### src/rtl/alu_result_blinker.sv
// alu_result_blinker: captures one ALU result {Cout, Y} on a handshake and replays it on an LED as a pulse-width code
module alu_result_blinker #(
   parameter int CLKS_PER_TICK = 25_000_000,
   parameter int GAP_TICKS     = 8
) (
   input  logic       CLK_100MHZ,
   input  logic       BTN0,
   input  logic [7:0] res_y,
   input  logic       res_cout,
   input  logic       res_valid,
   output logic       ready,
   output logic       led,
   output logic       done,
   output logic       overrun
);
   localparam int TW = $clog2(CLKS_PER_TICK);
   localparam int GW = $clog2(GAP_TICKS + 1);
   localparam logic [TW-1:0] TICK_LAST = TW'(CLKS_PER_TICK - 1);
   localparam logic [GW-1:0] GAP_LAST = GW'(GAP_TICKS - 1);
   typedef enum logic [1:0] {IDLE, BIT, GAP} state_t;
   state_t        state_q;
   logic [TW-1:0] tick_cnt_q, tick_cnt_d;
   logic [1:0]    slot_q;
   logic [3:0]    bit_idx_q;
   logic [GW-1:0] gap_q;
   logic [8:0]    shift_q;
   logic          ready_q, led_q, done_q, overrun_q;
   logic          tick;
   assign tick    = (tick_cnt_q == TICK_LAST);
   assign ready   = ready_q;
   assign led     = led_q;
   assign done    = done_q;
   assign overrun = overrun_q;
   // tick counter is parked at 0 while idle and wraps each tick during a frame
   always_comb begin
      tick_cnt_d = (state_q == IDLE || tick) ? '0 : tick_cnt_q + 1'b1;
   end
   // frame sequencer: handshake capture, 4-tick bit slots, trailing gap, registered outputs
   always_ff @(posedge CLK_100MHZ or negedge BTN0) begin
      if (!BTN0) begin
         state_q    <= IDLE;
         tick_cnt_q <= '0;
         slot_q     <= '0;
         bit_idx_q  <= '0;
         gap_q      <= '0;
         shift_q    <= '0;
         ready_q    <= 1'b1;
         led_q      <= 1'b0;
         done_q     <= 1'b0;
         overrun_q  <= 1'b0;
      end else begin
         tick_cnt_q <= tick_cnt_d;
         done_q     <= 1'b0;
         overrun_q  <= res_valid && !ready_q;
         case (state_q)
            IDLE: begin
               if (res_valid && ready_q) begin
                  state_q   <= BIT;
                  shift_q   <= {res_cout, res_y};
                  bit_idx_q <= '0;
                  slot_q    <= '0;
                  ready_q   <= 1'b0;
                  led_q     <= 1'b1;
               end
            end
            BIT: begin
               if (tick) begin
                  if (slot_q == 2'd3) begin
                     if (bit_idx_q < 4'd8) begin
                        bit_idx_q <= bit_idx_q + 1'b1;
                        shift_q   <= {shift_q[7:0], 1'b0};
                        slot_q    <= '0;
                        led_q     <= 1'b1;
                     end else begin
                        state_q <= GAP;
                        led_q   <= 1'b0;
                        gap_q   <= '0;
                     end
                  end else begin
                     slot_q <= slot_q + 1'b1;
                     led_q  <= shift_q[8] && (slot_q != 2'd2);
                  end
               end
            end
            GAP: begin
               if (tick) begin
                  if (gap_q == GAP_LAST) begin
                     state_q <= IDLE;
                     ready_q <= 1'b1;
                     done_q  <= 1'b1;
                  end else begin
                     gap_q <= gap_q + 1'b1;
                  end
               end
            end
            default: state_q <= IDLE;
         endcase
      end
   end
endmodule

### config.mk
export PLATFORM = sky130hd
export DESIGN_NAME = alu_result_blinker
export DESIGN_NICKNAME = d
export VERILOG_FILES = /design/src/rtl/alu_result_blinker.sv
export SDC_FILE = /design/constraint.sdc
export NUM_CORES = 1
export LEC_CHECK = 0
export CAP_MARGIN = 10
export CORE_MARGIN = 2
export CORE_UTILIZATION = 30
export DETAILED_ROUTE_END_ITERATION = 10
export PLACE_DENSITY_LB_ADDON = 0.05
export RECOVER_POWER = 50
export SLEW_MARGIN = 20
export SYNTH_ARGS = -nofsm -noshare
export SYNTH_HDL_FRONTEND = slang
export SYNTH_SLANG_ARGS = --single-unit
### constraint.sdc
create_clock -name CLK_100MHZ -period 2.1 [get_ports CLK_100MHZ]
set_clock_uncertainty 0.1 [all_clocks]
set_input_delay 0.525 -clock CLK_100MHZ [delete_from_list [all_inputs] [get_ports CLK_100MHZ]]
set_output_delay 0.525 -clock CLK_100MHZ [all_outputs]
set_load 0.02 [all_outputs]
==> results of run 1 <==
==> logic make-up (layout without fill, tap and decap cells) <==
logic type | count (synthesis) | in the layout | synth area share
mux | 2 | 2 | 0.00856
xor+xnor | 23 | 23 | 0.0811
flops | 50 | 50 | 0.504
simple gates | 115 | 115 | 0.249
fa+ha+maj | 5 | 5 | 0.0252
compound gates | 33 | 33 | 0.104
buf+inv | 14 | 53 | 0.0287
==> layout make-up <==
type                    instances  area (um2)
fillers                       840        5120
flip-flops and latches         50        1250
clock inverters                 3        26.3
multi-input cells             178        1180
inverters                       7        26.3
repair buffers                 38         329
clock buffers                   5        68.8
well taps                     105         131
==> metal layers <==
metal / up-vias / track usage / wire (um)
met5: - / 0 / 0
met3: 5 / 0.0261 / 175
li1: 942 / - / -
met2: 26 / 0.212 / 2560
met4: 0 / 0.0399 / 56
met1: 894 / 0.173 / 2530
==> through the flow <==
step / hold WS (ns) / worst slack, ns / util / TNS (ns) / std cells
final: 0.218 / 0.128 / 0.370 / 0 / 386
after global routing: 0.284 / 0.000444 / 0.370 / 0 / 386
after CTS: 0.0182 / 0.0638 / 0.370 / 0 / 386
after detailed placement: 0.378 / -0.0345 / 0.358 / -0.187 / 378
after global placement: 0.383 / -0.0172 / 0.358 / -0.121 / 378
after floorplan: 0.129 / 0.239 / - / 0 / 242
==> worst reg2reg max path: stages, from the launching register on <==
cell and delay (ns):
dfrtp_1 0.43, nor4bb_2 0.30, nand4_1 0.12, or3_4 0.39, or4_4 0.48, o21ai_1 0.09
==> power breakdown <==
| part | leakage, nW | internal, mW | total [mW] | switching (mW) |
|---|---|---|---|---|
| clock network | 0.0491 | 0.246 | 0.607 | 0.361 |
| logic | 0.635 | 0.143 | 0.278 | 0.135 |
| registers | 0.666 | 1.04 | 1.11 | 0.0672 |
| total | 1.35 | 1.43 | 1.99 | 0.563 |
==> path summary, 6_finish.rpt <==
check                               start            end  slack [ns]  cells past startpoint
setup / recovery           tick_cnt_q[17]      slot_q[0]        0.13                      5
hold / removal                       BTN0     shift_q[0]        0.22                      1
setup reg to reg           tick_cnt_q[17]      slot_q[0]        0.13                      5
hold reg to reg                shift_q[4]     shift_q[4]        0.43                      1
max in group asynchronous            BTN0  tick_cnt_q[5]        0.45                      2
min in group CLK_100MHZ        shift_q[4]     shift_q[4]        0.43                      1
==> synth_stat cells (3+ instances only) <==
| master | number | area share |
|---|---|---|
| nand2b_1 | 4 | 0.010 |
| nor3_1 | 6 | 0.012 |
| a22o_1 | 4 | 0.014 |
| nand2_1 | 14 | 0.021 |
| a21oi_1 | 3 | 0.0060 |
| buf_2 | 3 | 0.0060 |
| ha_1 | 5 | 0.025 |
| nor2_1 | 31 | 0.047 |
| a221o_1 | 8 | 0.032 |
| nand3_1 | 14 | 0.028 |
| o21ai_0 | 4 | 0.0081 |
| o21ai_1 | 3 | 0.0060 |
| and3_1 | 8 | 0.020 |
| and2_1 | 8 | 0.020 |
| nor2b_1 | 4 | 0.010 |
| inv_1 | 7 | 0.011 |
| xor2_1 | 18 | 0.063 |
| nand4_1 | 10 | 0.025 |
| dfrtp_1 | 49 | 0.49 |
| xnor2_1 | 5 | 0.018 |
==> timing repair <==
item / CTS / global route
setup endpoints to repair: 1 / 25
endpoints found under the hold margin: 0 / 0
gates resized for setup: 1 / 4
==> registers in the layout (all words and copies together), names as in the netlist <==
register	count
state_q	2
gap_q	4
overrun	1
slot_q	2
shift_q	9
ready	1
done	1
led	1
bit_idx_q	4
tick_cnt_q	25
==> metrics, run 1 <==
status finished, final reports clean; library cells used by synthesis 46; crit end category flop; prevailing post-synth register cell dfrtp_1; Max clock buf depth 2; drt first pass iters 4; row count 33; Iter 0 DRT Violations 48; delay-heaviest family, CP simple AND/OR/NAND/NOR gates; CTS tree built; CP peak stage delay 0.48 ns; Die W 95.0 um; Skew-Pair Late Insertion Delay 0.31 ns; post-synth net total 259; Critical Path AT 2.11 ns; ant diodes 0; Max-slew headroom 0.376; PwrDens 662 nW/um2; vias 1867; Slew @ Worst Pin 0.936 ns; Tmin final 1.97 ns; fin crit share 0.939; Hold WC Path Type input port to asynchronous set/reset pin; final net count 297; Worst-path clk slew 0.11 ns; WP data required 2.24 ns; WL final 5310 um; most frequent cells in the layout 49 x dfrtp_1, 31 x nor2_1, 18 x xor2_1, 18 x buf_4; hold_buf cts 0; VDD IR max 0.287 mV; GP Congestion 0.793; MaxCap Viol Count 0; max-slew violations 0; Post-DP Area 2910 um2; total track usage 0.129; Die ar. 9030 um2; Tot Pwr 1.99 mW; Final setup viols 0; Mapped Area 2480 um2; first-pass GRT wire length 9060 um; CTS root buffer clkbuf_8; FF+latch count, synth 50; total gr overflow 0; Post-Layout Inst Area 3010 um2; Avg WL per Cell 13.8 um; worst-path maximum fanout 5; final hold viol count 0; core footprint 8130 um2; Crit-path slowest cell or4_4; commonest non-fill, non-tap cell in the layout dfrtp_1; Clock Sinks 50; sequential share of the synthesized area 0.504; setup bufs post-CTS 0; RSZ-0062 raised after global routing no; Post-synth EDFFs 0; Synth Area per Inst 10.3 um2; Die Span Y 95.0 um; vias in the first global route 1880; worst-path cell chain nor4bb_2 > nand4_1 > or3_4 > or4_4 > o21ai_1; Final HPWL DP 3820 um; Leak 1.35 nW; CTS Buf Count 5; fmax 0.507 GHz; Starting Density 0.305; CTS HTree Levels 2; share of layout cells above drive strength 1 0.139; Worst Path Buf+Inv 0; residual DRC count 0; synth warn 0; Setup crit start kind flop; Post-synth ARST share 1.00; post-route antenna net violation count 0; antenna violations before repair 0; IO Pins 16; mean number of vias per cell 4.84; largest net degree at the start of global routing 26; crit path kind flop to flop; synthesized instance count 242; Port Buf Inserts 15; Area growth syn-to-layout 21.2%
(Power assumes the default switching activity.)
==> inputs of run 2 (changes only) <==
- CAP_MARGIN: 10 -> 15
==> results of run 2 <==
No change in the layout: final DEF, timing and power equal those of run 1.
